### src/rtl/seq_pkg.sv
// Shared FSM state encodings and symbol constants for the 1-2-3 burst generator.
// The GAP state exists only when SEQ_GEN_GAP_EN is defined.
package seq_pkg;

  typedef enum logic [2:0] {
    IDLE = 3'd0,
    E1   = 3'd1,
    E2   = 3'd2,
    E3   = 3'd3,
`ifdef SEQ_GEN_GAP_EN
    FIN  = 3'd4,
    GAP  = 3'd5
`else
    FIN  = 3'd4
`endif
  } state_e;

  localparam int unsigned REPS_W = 4;

  localparam logic [1:0] SYM_IDLE  = 2'b00;
  localparam logic [1:0] SYM_ONE   = 2'b01;
  localparam logic [1:0] SYM_TWO   = 2'b10;
  localparam logic [1:0] SYM_THREE = 2'b11;

endpackage

### src/rtl/seq_gen.sv
// Burst generator emitting reps triplets of symbols 01,10,11 with registered outputs.
// Define SEQ_GEN_GAP_EN to insert one idle GAP cycle between consecutive triplets.
module seq_gen
  import seq_pkg::*;
(
  input  logic              clk,
  input  logic              reset,
  input  logic              start,
  input  logic [REPS_W-1:0] reps,
  output logic [1:0]        number,
  output logic              valid,
  output logic              busy,
  output logic              done,
  output logic [REPS_W-1:0] sent
);

  state_e            state_q;
  logic [REPS_W-1:0] reps_q;
  logic [REPS_W-1:0] sent_q;
  logic [1:0]        number_q;
  logic              valid_q;
  logic              busy_q;
  logic              done_q;
  logic [REPS_W-1:0] sent_d;

  // sent_q < reps_q whenever E3 is active, so this never wraps
  assign sent_d = sent_q + 1'b1;

  always_ff @(posedge clk) begin
    if (reset) begin
      state_q  <= IDLE;
      reps_q   <= '0;
      sent_q   <= '0;
      number_q <= SYM_IDLE;
      valid_q  <= 1'b0;
      busy_q   <= 1'b0;
      done_q   <= 1'b0;
    end else begin
      // outputs are registered for the state being entered
      number_q <= SYM_IDLE;
      valid_q  <= 1'b0;
      busy_q   <= 1'b0;
      done_q   <= 1'b0;
      case (state_q)
        IDLE: begin
          if (start) begin
            reps_q <= reps;
            sent_q <= '0;
            if (reps != '0) begin
              state_q  <= E1;
              number_q <= SYM_ONE;
              valid_q  <= 1'b1;
              busy_q   <= 1'b1;
            end else begin
              state_q <= FIN;
              done_q  <= 1'b1;
            end
          end
        end
        E1: begin
          state_q  <= E2;
          number_q <= SYM_TWO;
          valid_q  <= 1'b1;
          busy_q   <= 1'b1;
        end
        E2: begin
          state_q  <= E3;
          number_q <= SYM_THREE;
          valid_q  <= 1'b1;
          busy_q   <= 1'b1;
        end
        E3: begin
          sent_q <= sent_d;
          if (sent_d < reps_q) begin
`ifdef SEQ_GEN_GAP_EN
            state_q <= GAP;
            busy_q  <= 1'b1;
`else
            state_q  <= E1;
            number_q <= SYM_ONE;
            valid_q  <= 1'b1;
            busy_q   <= 1'b1;
`endif
          end else begin
            state_q <= FIN;
            done_q  <= 1'b1;
          end
        end
        FIN: begin
          state_q <= IDLE;
        end
`ifdef SEQ_GEN_GAP_EN
        GAP: begin
          state_q  <= E1;
          number_q <= SYM_ONE;
          valid_q  <= 1'b1;
          busy_q   <= 1'b1;
        end
`endif
        default: begin
          state_q <= IDLE;
        end
      endcase
    end
  end

  assign number = number_q;
  assign valid  = valid_q;
  assign busy   = busy_q;
  assign done   = done_q;
  assign sent   = sent_q;

endmodule

### config.mk
export PLATFORM = sky130hd
export DESIGN_NAME = seq_gen
export DESIGN_NICKNAME = d
export VERILOG_FILES = /design/src/rtl/seq_pkg.sv /design/src/rtl/seq_gen.sv
export SDC_FILE = /design/constraint.sdc
export NUM_CORES = 1
export LEC_CHECK = 0
export ABC_AREA = 0
export ABC_CLOCK_PERIOD_IN_PS = 2300
export CAP_MARGIN = 20
export CORE_MARGIN = 2
export CORE_UTILIZATION = 50
export CTS_CLUSTER_SIZE = 12
export DETAILED_ROUTE_END_ITERATION = 10
export DONT_BUFFER_PORTS = 1
export GPL_TIMING_DRIVEN = 0
export PLACE_DENSITY = 0.74
export SLEW_MARGIN = 25
export SYNTH_ARGS = -nofsm -noshare
export SYNTH_HDL_FRONTEND = slang
export SYNTH_SLANG_ARGS = --single-unit
### constraint.sdc
create_clock -name clk -period 2.3 [get_ports clk]
set_input_delay 0 -clock clk [delete_from_list [all_inputs] [get_ports clk]]
set_output_delay 0 -clock clk [all_outputs]
set_load 0.02 [all_outputs]
Yosys cells after proc, flatten, opt, wreduce, memory -nomap -nowiden:

Index checks and enable logic that the tools add are counted.

* add/subtract/negate cells: 1
* $lt $le $gt $ge: 1
* equal/unequal tests: 4
* mux-type cells: 18
* reductions and logical operators: 6

Operators by type and width (count)
* $pmux W3 S4: 1
* $mux W1: 9
* $mux W3: 3
* $pmux W2 S4: 1
* $pmux W4 S2: 1
* $eq A3 B2 Y1 const B: 2
* $add A4 B1 Y4 const B: 1
* $lt A4 B4 Y1: 1
* $mux W4: 1
* $reduce_and A2 Y1: 2
* $reduce_bool A4 Y1: 1
* $eq A3 B1 Y1 const B: 1
* $logic_not A3 Y1: 1
* $pmux W1 S3: 1
* $ne A2 B2 Y1 const B: 1
* $pmux W1 S2: 1
* $reduce_bool A2 Y1: 1
* $reduce_or A2 Y1: 1

* bits in registers: 15
* bits of input ports: 7
* output and inout bits: 9
* logic and storage cells: 36

Depth between registers and ports, before layout:

* depth in word-level cells: 4
* mapped depth: 6
* gate-level depth less buffers: 6

Worst setup path after synthesis:

No wires, ideal clock.

* path type: flip-flop to flip-flop
* start: register sent_q[2] (netlist: sent[2])
* end: register number_q[0] (netlist: number[0])
* library setup time: 0.061 ns
* data arrival time: 1.795 ns
* required time: 2.239 ns
* slack: 0.444 ns
* cell stages (with the launch flop): 7
* path buffers: 0
* clock period less this slack: 1.856 ns
* cells stage by stage: dfxtp_1 -> nand3_1 -> xnor2_1 -> ha_1 -> or3_1 -> o22ai_1 -> a32o_1

* word-level cells in the longest chain between the ends: 4

Ends and longest elaborated chain
* from (decl): RTL line seq_gen.sv:19 `logic [REPS_W-1:0] sent_q;`
* from (signal assigned): RTL line seq_gen.sv:73 `sent_q <= sent_d;`
* $add A4 B1 Y4: RTL line seq_gen.sv:27 `assign sent_d = sent_q + 1'b1;`
* $lt A4 B4 Y1: RTL line seq_gen.sv:74 `if (sent_d < reps_q) begin`
* $mux W1: RTL line seq_gen.sv:74
* $pmux W2 S4: RTL line seq_gen.sv:44 `case (state_q)`
* to (signal assigned): RTL line seq_gen.sv:34 `number_q <= SYM_IDLE;`
* to (signal assigned): RTL line seq_gen.sv:51 `number_q <= SYM_ONE;`
* to (signal assigned): RTL line seq_gen.sv:80 `number_q <= SYM_ONE;`
* to (decl): RTL line seq_gen.sv:20 `logic [1:0] number_q;`

Every way passes these cells.
A chain may end at the register's enable or synchronous reset.

Worst setup path after layout:

Ends and elaborated chain as after synthesis.

==> impl_results.md <==
* Hold Path Cell Cnt at 3
* Synth warnings at 0
* Detailed-route DRC error count at 0
* Netlist cell types at 30
* Post-Synth Adder-Cell Area at 0.06920
* Xor/xnor share of the synthesized area at 0.03633
* Max VDD drop at 418.6 uV
* CTS tree: yes
* Clock latency on the worst-skew pair at 0.29 ns
* Number of buffers inserted by port buffering at 0
* Internal power consumption at between 0.0004 and 0.0005 W
* Die Outline Area at approximately 0.0018 sq mm
* Vias at roughly 560
* Area fraction in compound gates after synthesis at 0.1488
* Die outline height at between 40 and 50 um
* Comb power frac at 0.236
* Synthesis-to-finish area growth at 14.71%
* Ys flop type: sky130_fd_sc_hd__dfxtp_1
* TritonCTS sink count at 15
* Most frequent cell after synthesis: sky130_fd_sc_hd__dfxtp_1
* Via count of the first global-routing pass at ~520
* Flops & latches, synth at 15
* Standard-cell rows at 13
* DRC violation total after the first TritonRoute iteration at 10
* Register-to-register setup slack at a little over 0.2 ns
* Number of fill cells in the layout at approximately 110
* Number of top-level pins at 16
* Part of the total power dissipated in the clock network at 0.246
* Buffer depth of the longest clock path at 2
* Crit Path Max Fanout at 5
* Cells taking the most area after synthesis: sky130_fd_sc_hd__dfxtp_1 (42%), sky130_fd_sc_hd__ha_1 (6.9%), sky130_fd_sc_hd__mux2i_1 (5.5%)
* Area share of the largest cell type after synthesis at 0.4152
* Initial core utilization at 0.5422
* Core area at ~0.0013 sq mm
* Lkg Pwr at between 0.3 and 0.4 nW
* Worst Tran Pin Value at 0.4862 ns
* CTS-repair resized insts at 0
* Slowest cell delay on critical path at between 0.5 and 0.6 ns
* Mean instance size in the synthesized netlist at just under 10 sq um
* Placed instance count at 89
* Startpoint of the lowest-slack hold path: start
* R2R Path End: number[0]$_SDFF_PP0_
* Synthesized instance count at 74
* Average detailed-routed wire length per instance at about 13 um
* Maximum achievable frequency at 0.4770 GHz
* Nature of the critical path startpoint: flop
* Number of CTS-inserted buffers at 3
* Multiplexer fraction of the synthesized cell area at 0.05536
* Share of synthesized area occupied by flip-flops and latches at 0.4152
* Via density per instance at ~5.7
* Part of the total power dissipated in sequential elements at 0.518
* Required time worst endpoint at roughly 2.5 ns
* Max-cap viol count at 0
* Post-cts hold buffer count at 5
* DP Wirelength at 959.3 um
* Syn Std Cell Area at slightly above 700 sq um
* First-pass GRT wire length at roughly 2200 um
* Outcome: finished clean
* Setup repair after global routing missed its margin: no
* Critical Path Start: sent[2]$_SDFFE_PP0P_
* Setup_tns at 0 ns
* Drt pass-1 iters at 4
* Post-layout minimum cycle time at between 2 and 2.5 ns
* Count of flip-flops with a built-in enable after synthesis at 0
* Footprint of the flip-flops and latches at 300.3 sq um
* Start-to-end type of the worst setup path: flop to flop
* Number of inserted diodes at 0
* Worst reg2reg startpoint: sent[2]$_SDFFE_PP0P_
* CTS HTree Levels at 1
* Power density normalized to cell area at between 700 and 800 mW/mm^2
* Slew HR at 0.6716
* Wirelength, routed at between 1000 and 1500 um
* Switching power at 0.0001953 W
* Fraction of layout instances using a drive strength above 1 at 0.1310
* Global-route usage over all layers at 0.1686
* Worst EP arrival at about 2.3 ns
* Critical-path top delay cell: sky130_fd_sc_hd__dfxtp_1
* # nets final at 96
* Clock slew at reported path FFs at about 0.09 ns
* Post-synthesis simple-gate area fraction at 0.2128
* Period utilization at 0.9114
* Number of pins exceeding their max-slew limit in the final report at 0
* Number of nets in the synthesized netlist at between 80 and 90
* ANT nets after route at 0
* Multi-input gate area in the final layout at approximately 380 sq um
* Post-synth ARST share at 0
* Antenna violations before repair at 0
* Worst hold path endpoint: busy$_SDFF_PP0_
* Final-report hold violation count at 0
* Chip width at 42.03 um
* Crit-path cells: nand3_1, xnor2_1, ha_1, or3_1, o22ai_1, a32o_1
* Most area-hungry cell type in the Yosys netlist: sky130_fd_sc_hd__dfxtp_1
* Final weighted congestion of routability-driven global placement at 0.7905
* Type of element capturing the critical path: flop
* GR Overflow Total at 0
* Switch share at 0.3131
* # Post-CTS Setup Buffers at 0
* Hold/Removal Path Class: input pin to flop
* List of most frequent post-synthesis cells: sky130_fd_sc_hd__dfxtp_1 (15), sky130_fd_sc_hd__nor2_1 (7)
* Length in cells of the worst reg-to-reg path at 6
* Clock skew after layout at approximately 0.0039 ns
* Final count of negative-setup-slack endpoints at 0
* Maximum number of pins on one net before global-route repair at 11
* Cell at the root of the clock tree: sky130_fd_sc_hd__clkbuf_4
* Combinational family with the most area after synthesis: simple AND/OR/NAND/NOR gates
* Number of standard cells in the final layout excluding fillers at 99
==> how the worst max path moves through the flow <==
stage	end	slack (ns)	cells past startpoint
floorplan	number[0]$_SDFF_PP0_	0.44	6
global placement	number[0]$_SDFF_PP0_	0.27	6
detailed placement	number[0]$_SDFF_PP0_	0.22	6
CTS	number[0]$_SDFF_PP0_	0.20	6
global route	number[0]$_SDFF_PP0_	0.07	6
finish	number[0]$_SDFF_PP0_	0.20	6
==> stage by stage <==
stage               area, sq um  hold slack (ns)  utilization  setup slack (ns)  total power (W)
CTS                       819.5         0.001319       0.6144            0.1988        0.0006259
finish                    829.5         0.004511       0.6220            0.2037        0.0006239
detailed placement        742.0           0.1156       0.5563            0.2218        0.0004685
floorplan                 723.2           0.1066            -            0.4443        0.0004456
global route              829.5         0.002617       0.6220           0.07213        0.0006578
global placement          742.0           0.1092       0.5563            0.2693        0.0004645
==> per-layer routing <==
layer / global-route usage / wire length, um
met1: 0.1930 / 599
met2: 0.2688 / 630
met3: 0.05172 / 59
met4: 0.1125 / 37
met5: 0 / 0
==> registers in the layout, indices dropped and copies added (netlist names) <==
register,cells
sent,4
state_q,3
done,1
number,2
reps_q,4
busy,1
==> power groups by stage <==
stage	clock network [W]	logic (W)	registers [W]
floorplan	0	0.000120	0.000325
global placement	0	0.000136	0.000329
detailed placement	0	0.000139	0.000330
CTS	0.000155	0.000147	0.000324
global route	0.000165	0.000166	0.000327
finish	0.000153	0.000147	0.000323
==> final cells by class <==
type                       count  area share
clock buffer                   3     0.02715
buffer                         4     0.04072
multi-input combinational     52      0.4555
timing repair buffer           6     0.07240
clock inverter                 1    0.006033
inverter                       3     0.01357
sequential                    15      0.3620
tap                           15     0.02262
==> layout by cell type (no fill, tap or decap), drive strengths merged <==
cell type and count:
dfxtp 15, nor2 7, dlygate4sd3 6, mux2i 4, nand2 4, nand2b 4, ha 4, clkbuf 4
inv 3, nand3 3, nor3 3, a21oi 3, buf 3, xnor2 2, o31ai 2, a32o 2
or3 2, xor2 1, or4b 1, nand3b 1, o2bb2ai 1, a21boi 1, o21a 1, o22ai 1
o41ai 1, o211a 1, or4 1, and3b 1, a311oi 1, clkinv 1
==> worst max-delay path, delay by kind of cell (launching register included) <==
kind	cells	cell delay [ns]
AOI/OAI and AO/OA	2	0.60
xor gates and xnor gates	1	0.19
adders and majority gates	1	0.21
DFF	1	0.53
and+or+nand+nor	2	0.52
==> kinds of logic (layout without fill, tap and decap cells) <==
family,Yosys count,count (layout)
fa+ha+maj,4,4
simple gates,27,27
flops,15,15
xor+xnor,3,3
compound gates,14,14
buf+inv,7,17
mux,4,4
Power figures use the tool's default switching activity.
